$ cat config.mk
export PLATFORM = sky130hd
export DESIGN_NAME = block_normaliser
export DESIGN_NICKNAME = d
export VERILOG_FILES = /design/src/rtl/block_normaliser.sv
export SDC_FILE = /design/constraint.sdc
export NUM_CORES = 1
export LEC_CHECK = 0
export CORE_UTILIZATION = 50
export CTS_CLUSTER_DIAMETER = 60
export DETAILED_ROUTE_END_ITERATION = 8
export GPL_ROUTABILITY_DRIVEN = 0
export PLACE_DENSITY = 0.75
export SETUP_SLACK_MARGIN = 0.02
export SYNTH_ARGS = -nofsm -noshare
export SYNTH_HDL_FRONTEND = slang
export SYNTH_SLANG_ARGS = --single-unit
$ cat constraint.sdc
create_clock -name ck -period 2.5 [get_ports ck]
set_input_delay 0.5 -clock ck [delete_from_list [all_inputs] [get_ports ck]]
set_output_delay 0.5 -clock ck [all_outputs]
set_load 0.05 [all_outputs]
$ cat src/rtl/block_normaliser.sv
// Per-frame scaling controller: tracks the peak one's-complement magnitude of a frame of
// accumulator samples and searches for the smallest right-shift that fits OUT_W signed bits.
// Optional macro BLOCK_NORMALISER_DECAY_EN: immediate attack, one-step-per-frame release.
module block_normaliser #(
    parameter int SHIFT_W   = 5,
    parameter int MAX_SHIFT = 24,
    parameter int IN_W      = 40,
    parameter int OUT_W     = 16
) (
    input  logic                   ck,
    input  logic                   rst_n,
    input  logic                   in_valid,
    output logic                   in_ready,
    input  logic                   in_last,
    input  logic signed [IN_W-1:0] in,
    output logic [SHIFT_W-1:0]     shift,
    output logic                   shift_valid,
    output logic                   busy
);

    typedef enum logic [1:0] {ACCUM, SEARCH, DONE} state_t;

    state_t               r_state;
    logic [IN_W-1:0]      r_mag_acc;
    logic [IN_W-1:0]      r_mag_hold;
    logic [SHIFT_W-1:0]   r_s;
    logic [SHIFT_W-1:0]   r_result;
    logic [SHIFT_W-1:0]   r_shift;
    logic                 r_shift_valid;

    logic [IN_W-1:0]      w_mag;
    logic [IN_W-1:0]      w_hi;
    logic                 w_xfer;
    logic                 w_found;

    function automatic logic [IN_W-1:0] ones_mag(input logic signed [IN_W-1:0] x);
        return x ^ {IN_W{x[IN_W-1]}};
    endfunction

`ifdef BLOCK_NORMALISER_DECAY_EN
    function automatic logic [SHIFT_W-1:0] decay_step(input logic [SHIFT_W-1:0] res,
                                                      input logic [SHIFT_W-1:0] cur);
        if (res > cur)
            return res;
        else if (res < cur)
            return cur - 1'b1;
        else
            return cur;
    endfunction
`endif

    assign w_mag    = ones_mag(in);
    assign in_ready = (r_state == ACCUM);
    assign busy     = (r_state == SEARCH);
    assign w_xfer   = in_valid & in_ready;

    // Bits [IN_W-1 : OUT_W-1+s] of the held magnitude, right-aligned; zero means shift s fits.
    assign w_hi    = (r_mag_hold >> (OUT_W - 1)) >> r_s;
    assign w_found = (w_hi == '0) || (r_s == SHIFT_W'(MAX_SHIFT));

    assign shift       = r_shift;
    assign shift_valid = r_shift_valid;

    always_ff @(posedge ck or negedge rst_n) begin
        if (!rst_n) begin
            r_state       <= ACCUM;
            r_mag_acc     <= '0;
            r_s           <= '0;
            r_shift       <= SHIFT_W'(MAX_SHIFT);
            r_shift_valid <= 1'b0;
        end else begin
            r_shift_valid <= 1'b0;
            case (r_state)
                ACCUM: begin
                    if (w_xfer) begin
                        if (in_last) begin
                            r_mag_acc <= '0;
                            r_s       <= '0;
                            r_state   <= SEARCH;
                        end else begin
                            r_mag_acc <= r_mag_acc | w_mag;
                        end
                    end
                end
                SEARCH: begin
                    if (w_found)
                        r_state <= DONE;
                    else
                        r_s <= r_s + 1'b1;
                end
                DONE: begin
`ifdef BLOCK_NORMALISER_DECAY_EN
                    r_shift <= decay_step(r_result, r_shift);
`else
                    r_shift <= r_result;
`endif
                    r_shift_valid <= 1'b1;
                    r_state       <= ACCUM;
                end
                default: r_state <= ACCUM;
            endcase
        end
    end

    // Frame peak and search result are pure data; control state qualifies them.
    always_ff @(posedge ck) begin
        if (r_state == ACCUM && w_xfer && in_last)
            r_mag_hold <= r_mag_acc | w_mag;
        if (r_state == SEARCH && w_found)
            r_result <= r_s;
    end

endmodule

## Word-level counts from Yosys, hierarchy flattened

Index checks and enable logic that the tools add are counted.
W data, S select, Z words.

| word-level totals | value |
|---|---|
| bits of input ports | 44 |
| output and inout port bits | 8 |
| bits in latches | 0 |
| register bits after elaboration | 98 |
| bits in read-only memories | 0 |
| memory bits (writable) | 0 |
| word-level logic and storage cells | 39 |
| memories kept | 0 |

| cells by class | value |
|---|---|
| shifts and indexed selects | 1 |
| reductions and logical operators | 10 |
| order comparisons | 0 |
| add/sub/neg operators | 1 |
| multipliers | 0 |
| bitwise operators | 3 |
| div/mod/pow operators | 0 |
| mux-type cells | 10 |
| equal/unequal tests | 7 |

Operators by type and width:

| operator | count |
|---|---|
| $logic_not A40 Y1 | 1 |
| $mux W40 | 1 |
| $or A40 B40 Y40 | 1 |
| $shr A25 B5 Y40 | 1 |
| $xor A40 B40 Y40 | 1 |
| $mux W5 | 3 |
| $pmux W5 S2 | 1 |
| $mux W2 | 3 |
| $ne A2 B1 Y1 const B | 3 |
| $add A5 B1 Y5 const B | 1 |
| $eq A5 B5 Y1 const B | 1 |
| $pmux W2 S2 | 1 |
| $reduce_and A4 Y1 | 1 |
| $logic_and A1 B1 Y1 | 3 |
| $reduce_and A3 Y1 | 1 |
| $eq A2 B1 Y1 const B | 1 |
| $eq A2 B2 Y1 const B | 1 |
| $logic_not A2 Y1 | 1 |
| $ne A2 B2 Y1 const B | 1 |
| $reduce_and A2 Y1 | 1 |
| $reduce_bool A2 Y1 | 1 |
| $and A1 B1 Y1 | 1 |
| $logic_or A1 B1 Y1 | 1 |
| $mux W1 | 1 |

## Logic depth before layout (Yosys ltp)

| depth | value |
|---|---|
| depth after elaboration | 5 |
| mapped depth | 8 |
| mapped depth without buffers | 6 |

## Worst setup path before layout

Ideal clock, no wire load.

| path | value |
|---|---|
| kind | register -> register |
| from | register r_s[0] |
| to | register r_result[0], enable pin |
| required time | 2.161 ns |
| setup time | 0.339 ns |
| period minus slack after synthesis | 2.191 ns |
| path slack | 0.309 ns |
| buffers on the path | 1 |
| arrival time | 1.851 ns |
| stages on the path, launching flop included | 8 |
| cell sequence | dfrtp_1 buf_6 mux2_1 a2bb2oi_1 o31ai_1 and4_1 a21oi_1 nor2_1 |

| on the way | value |
|---|---|
| longest elaborated chain between the ends | 4 |
| elaborated cells on any way between the ends | 5 |
| those cells by class | eq/ne (1); shift (1); reduce/logical (3) |

Ends and longest elaborated chain:

| what | RTL line | source |
|---|---|---|
| from (decl) | 26 | `logic [SHIFT_W-1:0] r_s;` |
| from (signal assigned) | 89 | `r_s <= r_s + 1'b1;` |
| $shr A25 B5 Y40 | 58 | `assign w_hi = (r_mag_hold >> (OUT_W - 1)) >> r_s;` |
| $logic_not A40 Y1 | 59 | `assign w_found = (w_hi == '0) \|\| (r_s == SHIFT_W'(MAX_SHIFT));` |
| $logic_or A1 B1 Y1 * | 59 |  |
| $logic_and A1 B1 Y1 * | 109 | `if (r_state == SEARCH && w_found)` |
| to (signal assigned) | 110 | `r_result <= r_s;` |
| to (decl) | 27 | `logic [SHIFT_W-1:0] r_result;` |

Mark *: on every way between the ends. The rest lies on a longest branch, timed or not.
A chain may end at the register's enable or synchronous reset.

## Worst setup path in the final report

| path | value |
|---|---|
| from | register r_s[0] |
| to | register r_s[1] |

| on the way | value |
|---|---|
| longest elaborated chain between the ends | 5 |
| elaborated cells on any way between the ends | 9 |
| those cells by class | add/sub (1); eq/ne (2); shift (1); mux (2); reduce/logical (3) |

Ends and longest elaborated chain:

| what | RTL line |
|---|---|
| $shr A25 B5 Y40 | 58 |
| $logic_not A40 Y1 | 59 |
| $logic_or A1 B1 Y1 | 59 |
| $ne A2 B2 Y1 (no line) | n/a |
| $reduce_and A4 Y1 (no line) | n/a |

Parallel ways exist; a longest one is shown, timed or not. The select of a mux whose other input is x is not followed.

==> results <==
- The number of cells on the worst reg-to-reg path is 6.
- For this run, the detailed router's first-pass iteration total came to 4.
- The worst setup path is captured at a flip-flop.
- The setup TNS is 0 ns.
- The total count of hold-check failures in the final report came to 0.
- The CTS buffer count is 9.
- For this design the top-level I/O count stands at 52.
- Max-cap violations in this run came to 0.
- The maximum fanout along the worst path is 14.
- Buffers inserted to repair hold after CTS numbered 0.
- For this run, the slowest stage of the critical path takes 0.54 ns.
- Setup violations remaining at the end of the flow were counted as 0.
- The gate count of the mapped netlist is 261.
- Counting flops with an async set or reset pin after synthesis yields a share of 0.5606.
- The CTS sink count is 66.
- By area the synthesized netlist is led by sky130_fd_sc_hd__dfrtp_1, sky130_fd_sc_hd__edfxtp_1, sky130_fd_sc_hd__xnor2_1.
- Entering global routing, the biggest net connects 38 pins.
- The floorplan has 28 rows.
- The analysis attributes to cell leakage a power of 1.758 nW.
- The layout-stage area growth over the synthesis result is 20.72%.
- The initial antenna violation count was 0.
- The clock latency on the worst-skew pair is 0.34 ns.
- For the final database, setup skew stands at 0.007376 ns.
- Synthesis produced a netlist with a net count of 307.
- The maximum level of the CTS H-tree is 3.
- The number of pins exceeding their max-slew limit in the final report came to 0.
- For this run, the register share of the synthesized area comes to 0.5653.
- The first global-routing pass estimated 9.618 mm of wire.
- The type of element launching the critical path is a flip-flop.
- After synthesis the cells add up to 3183 um^2.
- The cell that appears most often on the critical path is sky130_fd_sc_hd__mux2_1.
- The most used flip-flop cell after synthesis is sky130_fd_sc_hd__dfrtp_1.
- In the final routed layout, each cell accounts on average for 14.62 um.
- The count of unique library cells instantiated by Yosys is 44.
- The floorplan step defined a die boundary enclosing 6689 um^2.
- The antenna diode count is 0.
- The number of global-route vias before repair came to 2009.
- The setup slack after placement is 0.08107 ns.
- For the pin with the worst max-slew slack, the measured transition is 0.8778 ns.
- The synthesized design spends more area on one cell type than any other, namely sky130_fd_sc_hd__dfrtp_1.
- Synthesis inferred 66 register bits.
- IR analysis of the VDD net gives a maximum drop of 540.2 uV.
- Derived from the worst setup path, the maximum achievable clock frequency is 433.9 MHz.
- The endpoint identified for the worst register-to-register timing path is r_s[1].
- The startpoint of the worst register-to-register path is r_s[0].
- The share of synthesized area in the top cell type comes to 0.2752.
- In the finished design, the share of the clock period the worst path needs comes to 0.9218.
- Power spread over the standard cell area amounts to 1041 nW/um^2.
- For this run, the post-layout net count is 351.
- The tree is rooted in a sky130_fd_sc_hd__clkbuf_8.
- Wires add up to 5.630 mm.
- The final setup slack of the worst path is 0.1956 ns.
- The class of the worst hold path is input pin to asynchronous set/reset pin.
- The average vias per placed instance is 5.400.
- The run finished with clean final reports.
- The detail route stage leaves a number of antenna-violating nets equal to 0.
- The width of the die is 81.79 um.
- The signal on the critical path passes through mux2_1 > a2bb2oi_1 > o31ai_1 > and4_1 > a211o_1 > mux2_1.
- Clock-pin slew was measured on the worst setup and hold paths at 0.07 ns.
- After layout, the minimum clock period comes to 2.304 ns.
- In this run, synthesis inferred 29 flip-flops with an integrated enable.
- STA puts the critical path data arrival time at 2.53 ns.
- The worst-path cell with the longest stage delay is sky130_fd_sc_hd__dfrtp_2.
- In the final layout, the share of cells above drive strength 1 is 0.1516.
- Yosys printed 0 warnings.
- For this configuration, the core starts out at a cell density of 0.5282.
- Across every metal layer, demand over resource in global routing totals 0.1975.
- Port buffering added 36 buffers.
- In this run the mean area of a mapped cell was 12.20 um^2.
- In this run the vertical extent of the chip is 81.79 um.
- The clock tree from TritonCTS is done.
- The number of buffers on the longest clock path is 2.
- The worst pin sits at a relative slew slack of 0.4148.
- The total via count after detailed routing is 2079.
- The first routing iteration left 145 violations.
- After detailed routing, the number of remaining DRC violations is 0.
- Across all register-to-register paths, the minimum setup slack is 0.20 ns.
- After global routing the overflow that remains totals 0.
- The total half-perimeter wirelength after legalization and detailed placement is 3.833 mm.
- The post-CTS setup-driven buffer insertion count is 0.
- For the worst setup path, the data required time is 2.73 ns.
- The placeable core region is 6026 um^2.
- The number of cells upsized or downsized after cts is 0.
- The critical path class is flip-flop to flip-flop.
- Setup repair after global routing left no endpoint under its margin.
[worst max-delay path by stage]
stage	to	start	slack, ns	cells after the start
floorplan	r_result[0]	r_s[0]	0.31	7
global placement	r_s[1]	r_s[0]	0.09	7
detailed placement	r_s[1]	r_s[0]	0.08	6
CTS	busy	r_state[1]	0.03	3
global route	r_result[0]	r_s[0]	0.04	7
finish	r_s[1]	r_s[0]	0.20	6
[routing by layer]
metal  part of all wire  global-route usage  vias to the layer above
li1                   -                   -                     1023
met1               0.47              0.2536                      998
met2               0.47              0.3190                       54
met3              0.050             0.05667                        4
met4              0.010             0.06842                        0
met5                  0                   0                        -
[cells in the final DEF (no fill, tap or decap), drive strengths merged, types with 10 or more instances in the layout]
master | synthesis | routed
mux2 | 10 | 10
dfrtp | 35 | 35
clkdlybuf4s50 | 0 | 33
xnor2 | 24 | 24
and3 | 24 | 24
edfxtp | 29 | 29
a21o | 24 | 24
clkbuf | 12 | 12
nand2b | 27 | 27
buf | 3 | 14
[state kept, by name, indices dropped and copies added (netlist names)]
register,count
r_mag_acc,24
r_mag_hold,24
r_result,5
r_s,5
r_state,2
shift,5
shift_valid,1
[metrics by stage]
| step | power [mW] | utilization | instance area, um^2 | instances | hold slack, ns |
|---|---|---|---|---|---|
| final | 4.001 | 0.6377 | 3842 | 385 | 0.2764 |
| after CTS | 4.034 | 0.6370 | 3839 | 385 | 0.3064 |
| after global routing | 4.259 | 0.6377 | 3842 | 385 | 0.3390 |
| after detailed placement | 3.186 | 0.6055 | 3649 | 369 | 0.4659 |
| after global placement | 3.149 | 0.6055 | 3649 | 369 | 0.4577 |
| after floorplan | 2.797 | - | 3183 | 261 | 0.2044 |
[worst max-delay path: cells and delay by family, from the launching register on]
family           cells  cell delay [ns]
multiplexers         2             0.71
AO/OA/AOI/OAI        3             0.63
flip-flops           1             0.54
AND/OR/NAND/NOR      1             0.33
[logic make-up (layout without fill, tap and decap cells)]
kind of cell	count (synthesis)	after routing	synth area share
multiplexers	13	13	0.04481
AO/OA/AOI/OAI	52	52	0.1333
XOR/XNOR	24	24	0.06604
AND/OR/NAND/NOR	80	80	0.1458
adder cells (fa/ha/maj)	2	2	0.007860
buffers and inverters	24	73	0.03695
flip-flops	66	66	0.5653
[cells in the mapped netlist (2+ instances only)]
library cell / number
sky130_fd_sc_hd__a31oi_1: 4
sky130_fd_sc_hd__nand2b_1: 27
sky130_fd_sc_hd__mux2_2: 8
sky130_fd_sc_hd__clkbuf_1: 12
sky130_fd_sc_hd__a21o_1: 24
sky130_fd_sc_hd__dfstp_2: 2
sky130_fd_sc_hd__nor2b_1: 3
sky130_fd_sc_hd__mux2i_1: 3
sky130_fd_sc_hd__dfrtp_1: 35
sky130_fd_sc_hd__ha_1: 2
sky130_fd_sc_hd__inv_1: 9
sky130_fd_sc_hd__nand2_1: 5
sky130_fd_sc_hd__a21oi_1: 2
sky130_fd_sc_hd__nand3_1: 4
sky130_fd_sc_hd__o31ai_1: 3
sky130_fd_sc_hd__nor2_1: 8
sky130_fd_sc_hd__mux2_1: 2
sky130_fd_sc_hd__nor3_1: 4
sky130_fd_sc_hd__edfxtp_1: 29
sky130_fd_sc_hd__nor4_1: 2
sky130_fd_sc_hd__a211o_1: 2
sky130_fd_sc_hd__xnor2_1: 24
sky130_fd_sc_hd__o21ai_0: 3
sky130_fd_sc_hd__and3_1: 24
[report_power, final]
group / internal, mW / switching, mW / leakage [nW]
combinational: 0.729 / 0.740 / 0.923
sequential: 1.49 / 0.213 / 0.740
clock: 0.437 / 0.396 / 0.0944
[cell type report]
| type | instances | area [um^2] |
|---|---|---|
| Fill cell | 476 | 2183 |
| Sequential cell | 66 | 1800 |
| Multi-Input combinational cell | 171 | 1266 |
| Timing Repair Buffer | 48 | 457.9 |
| Clock buffer | 12 | 165.2 |
| Tap cell | 75 | 93.84 |
| Inverter | 9 | 33.78 |
| Clock inverter | 4 | 25.02 |
Power figures use the tool's default switching activity.
==> patch 1: new RTL, same flow settings <==
Change the parameter `MAX_SHIFT` from 24 to 12.
--- a/src/rtl/block_normaliser.sv
+++ b/src/rtl/block_normaliser.sv
@@ -3,7 +3,7 @@
 // Optional macro BLOCK_NORMALISER_DECAY_EN: immediate attack, one-step-per-frame release.
 module block_normaliser #(
     parameter int SHIFT_W   = 5,
-    parameter int MAX_SHIFT = 24,
+    parameter int MAX_SHIFT = 12,
     parameter int IN_W      = 40,
     parameter int OUT_W     = 16
 ) (
Function: changed (Yosys sat finds a counterexample within 4 cycles, from zero or initial values and one cycle with rst_n low).
==> patch 1 against the unedited design <==
Clock skew fell by 0.00093 ns. First-iteration DRC count fell by 55%. Worst setup slack got worse by 0.025 ns. Via count fell by 1.8%. Synthesized area fell by 0.16%. Design area barely moved. Routed wire length fell by 1.4%. Synthesized cell count fell by 2.7%. Die area fell by 0.15%. Power rose by 3.0%. Sequential cell count did not move.
==> patch 1: results (changes against the unedited design) <==
Power and ir drop
  – Comb group: 0.00156 W (+6%)
  – Peak VDD IR: 0.0005875 V (+8.7%)
  – Clk pwr: 0.000826 W (-0.8%)
  – Sw Share: 34.12% (+0.41 points)

Drt
  – Met2 wire length: 2515 um (-5.2%)
  – Metal-1 WL: 2689 um (+1.9%)
  – Vias: 2,041 (-1.8%)
  – Routed wire per std cell: 14.72 um (+0.67%)
  – Iteration-0 DRC Markers: 65 (-55%)
  – Metal3 WL: 225 um (-20%)

Placement
  – DPL Wire Length: 3779 um (-1.4%)

Run status
  – Status: completed

Final layout
  – Clk_buf instances: 14 (+2)
  – Non-clk buf share: 11.60% (-0.32 points)
  – Layout cells sized above 1: 17.55% (+2.4 points)
  – Nets: 343 (-2.3%)
  – Inverters, non-clock: 6 (-3)
  – Non-CTS buffers: 45 (-6.3%)

Timing
  – Clock skew: 0.006450 ns (-0.0009265 ns)
  – Hold_ws: 0.2609 ns (-0.01552 ns)

Global route
  – First-pass GRT wire length: 9473 um (-1.5%)
  – Met3 usage: 6.222% (+0.56 points)
  – GRT Util Overall: 19.75% (about the same)

Synthesis
  – Post-synth top cells: 35 x dfrtp_1, 29 x edfxtp_1

Critical path
  – CP max stage cell: dfrtp_1
-- patch 1: cell families after synthesis --
| kind of cell | Yosys count | share of synthesized area, % |
|---|---|---|
| AO/OA/AOI/OAI | 50 | 12.99 |
| XOR/XNOR | 24 | 6.614 |
| adder cells (fa/ha/maj) | 2 | 0.7873 |
| buffers and inverters | 19 | 2.756 |
| flip-flops | 66 | 56.61 |
| multiplexers | 11 | 3.819 |
| AND/OR/NAND/NOR | 82 | 16.42 |
-- patch 1: critical path, delay by kind of cell (launching register included) --
| family | cells | cell delay (ns) |
|---|---|---|
| and+or+nand+nor | 3 | 0.70 |
| DFF | 1 | 0.50 |
| AOI/OAI and AO/OA | 2 | 0.42 |
| muxes | 1 | 0.39 |
-- patch 1: stage by stage --
stage	area [um2]	worst slack, ns	total power (W)	instances
after floorplan	3178	0.3196	0.002867	254
after global routing	3841	0.02346	0.004382	377
after CTS	3840	0.1532	0.004159	377
final	3841	0.1705	0.004119	377
after global placement	3655	0.2009	0.003256	361
after detailed placement	3655	0.1569	0.003313	361
==> patch 2: new RTL, config.mk and constraints unchanged <==
Made on the original files. Encoding of `state_t`: now one-hot (3 bits for 3 states).
--- a/src/rtl/block_normaliser.sv
+++ b/src/rtl/block_normaliser.sv
@@ -18,7 +18,7 @@
     output logic                   busy
 );
 
-    typedef enum logic [1:0] {ACCUM, SEARCH, DONE} state_t;
+    typedef enum logic [2:0] {ACCUM = 3'b001, SEARCH = 3'b010, DONE = 3'b100} state_t;
 
     state_t               r_state;
     logic [IN_W-1:0]      r_mag_acc;
Formal check against the unedited RTL: same outputs for any inputs over 10 cycles, from zero or initial values and one cycle with rst_n low; not proved beyond that.
==> patch 2 against the unedited design <==
Routed wire length decreased by 2.7%. Sequential cell count increased by 1. Synthesized cell count is 11% lower. Non-clock buffer count is 2 higher. Synthesized area decreased by 3.3%. Critical endpoint is now r_result[0]. Critical path type unchanged. Cell count decreased by 5.5%. Design area shrank 2.1%. Critical path depth up 1. Worst setup slack improved by 0.030 ns. Die area shrank 3.3%.
Power is not compared: it rests on default switching activity, and its combinational part moved more than twofold at a synthesized area within 25%.
==> patch 2: results (changes against the unedited design) <==
Synthesis
  – Compound-cell area share of the yosys netlist: 14.44% (+1.1 points)
  – Seq/Total Area, Yosys: 59.33% (+2.8 points)
  – Async SR Flop Fraction: 56.72% (+0.66 points)
  – Avg Cell Area, Syn: 13.20 um2 (+8.3%)
  – Synth cell types: 43 (-2.3%)
  – Synth Area in Adders: 0.8133% (+0.027 points)
  – Xor/xnor share of the synthesized area: 6.832% (+0.23 points)
  – Synth area leaders: dfrtp_1 28%, edfxtp_1 28%, o211a_1 7.2%
  – Post-synth top cells: 35 x dfrtp_1, 29 x edfxtp_1, 28 x nand2b_1
  – Post-synthesis mux area share: 4.189% (-0.29 points)
  – Synth Net Count: 279 (-9.1%)

Final layout
  – Layout cells sized above 1: 18.69% (+3.5 points)
  – Final clock-cell share: 4.488% (-0.46 points)
  – Non-CTS buffers: 50 (+4.2%)
  – Non-clk buf share: 12.23% (+0.32 points)
  – Area of the multi-input gates: 0.001177 mm2 (-7.0%)
  – Fillers: 469 (-1.5%)
  – Seq cells: 67 (+1.5%)
  – Inverters, non-clock: 8 (-1)
  – Seq area share: 48.54% (+1.7 points)
  – Nets: 330 (-6.0%)
  – #MultiIn Comb: 148 (-13%)

Power and ir drop
  – Leak Pwr: 1.641 nW

Critical path
  – Worst r2r path cells: 7 (+1)
  – Reg-to-reg setup timing slack: 0.23 ns (+0.03 ns)
  – RR Endpoint: r_result[0]
  – Worst-path fanout max: 10 (-4)
  – Crit path DAT: 2.33 ns (-0.20 ns)
  – Delay-heaviest family, CP: compound AO/OA/AOI/OAI gates
  – Max incr delay on CP: 0.50 ns (-0.04 ns)

Global route
  – Pin count of the biggest net entering global routing: 39 (+2.6%)
  – Number of global-route vias before repair: 1,966 (-2.1%)
  – GRT Util Overall: 19.98% (+0.23 points)
  – First-pass GRT wire length: 9252 um (-3.8%)

Timing
  – Clock skew: 0.007681 ns (+0.0003049 ns)
  – Slew margin rel.: 40.78% (-0.70 points)
  – Fmax: 439.6 MHz (+1.3%)
  – Hold_ws: 0.2807 ns (+0.004223 ns)

Drt
  – Pre-antenna DRT Iters: 7 (+3)
  – Vias/cell: 5.253 (-2.7%)
  – Iteration-0 DRC Markers: 93 (-36%)
  – Routed wire per std cell: 15.05 um (+2.9%)
  – Post-Route WL: 5477 um (-2.7%)

Clocking
  – Clk_lat worst skew: 0.34 ns (about the same)
  – # H-tree levels: 3 (unchanged)

Placement
  – Place WS: 0.1762 ns (+0.09513 ns)
  – Placed cell area: 0.003591 mm2 (-1.6%)
  – DPL Wire Length: 3877 um (+1.1%)
  – DP Cell Count: 348 (-5.7%)

Run status
  – Status: completed

Min path
  – HP Class: primary input to async pin
-- patch 2: changes by cell type after synthesis, moves of 3 or more --
| cell | delta |
|---|---|
| a21o_1 | -23 |
| a21oi_1 | +5 |
| a32oi_1 | +3 |
| and3_1 | -23 |
| clkbuf_1 | -6 |
| inv_1 | -5 |
| nor3_1 | -3 |
| o211a_1 | +22 |
| o31ai_1 | -3 |
-- patch 2: routing by layer --
layer | vias up | GRT usage (%) | wire length, um
li1 | 941 | - | -
met1 | 909 | 23.99 | 2436
met2 | 49 | 31.61 | 2642
met3 | 13 | 6.364 | 247
met4 | 0 | 11.25 | 150
met5 | - | 0 | 0
-- patch 2: worst max path at each step --
stage	to
global route	r_result[1]
floorplan	r_s[2]
CTS	in_ready
detailed placement	r_s[1]
finish	r_result[0]
global placement	r_s[1]
-- patch 2: report_power, final --
part / switching, W / internal [W]
sequential: 0.0000816 / 0.00130
clock: 0.000415 / 0.000353
combinational: 0.000222 / 0.000257
total: 0.000719 / 0.00191
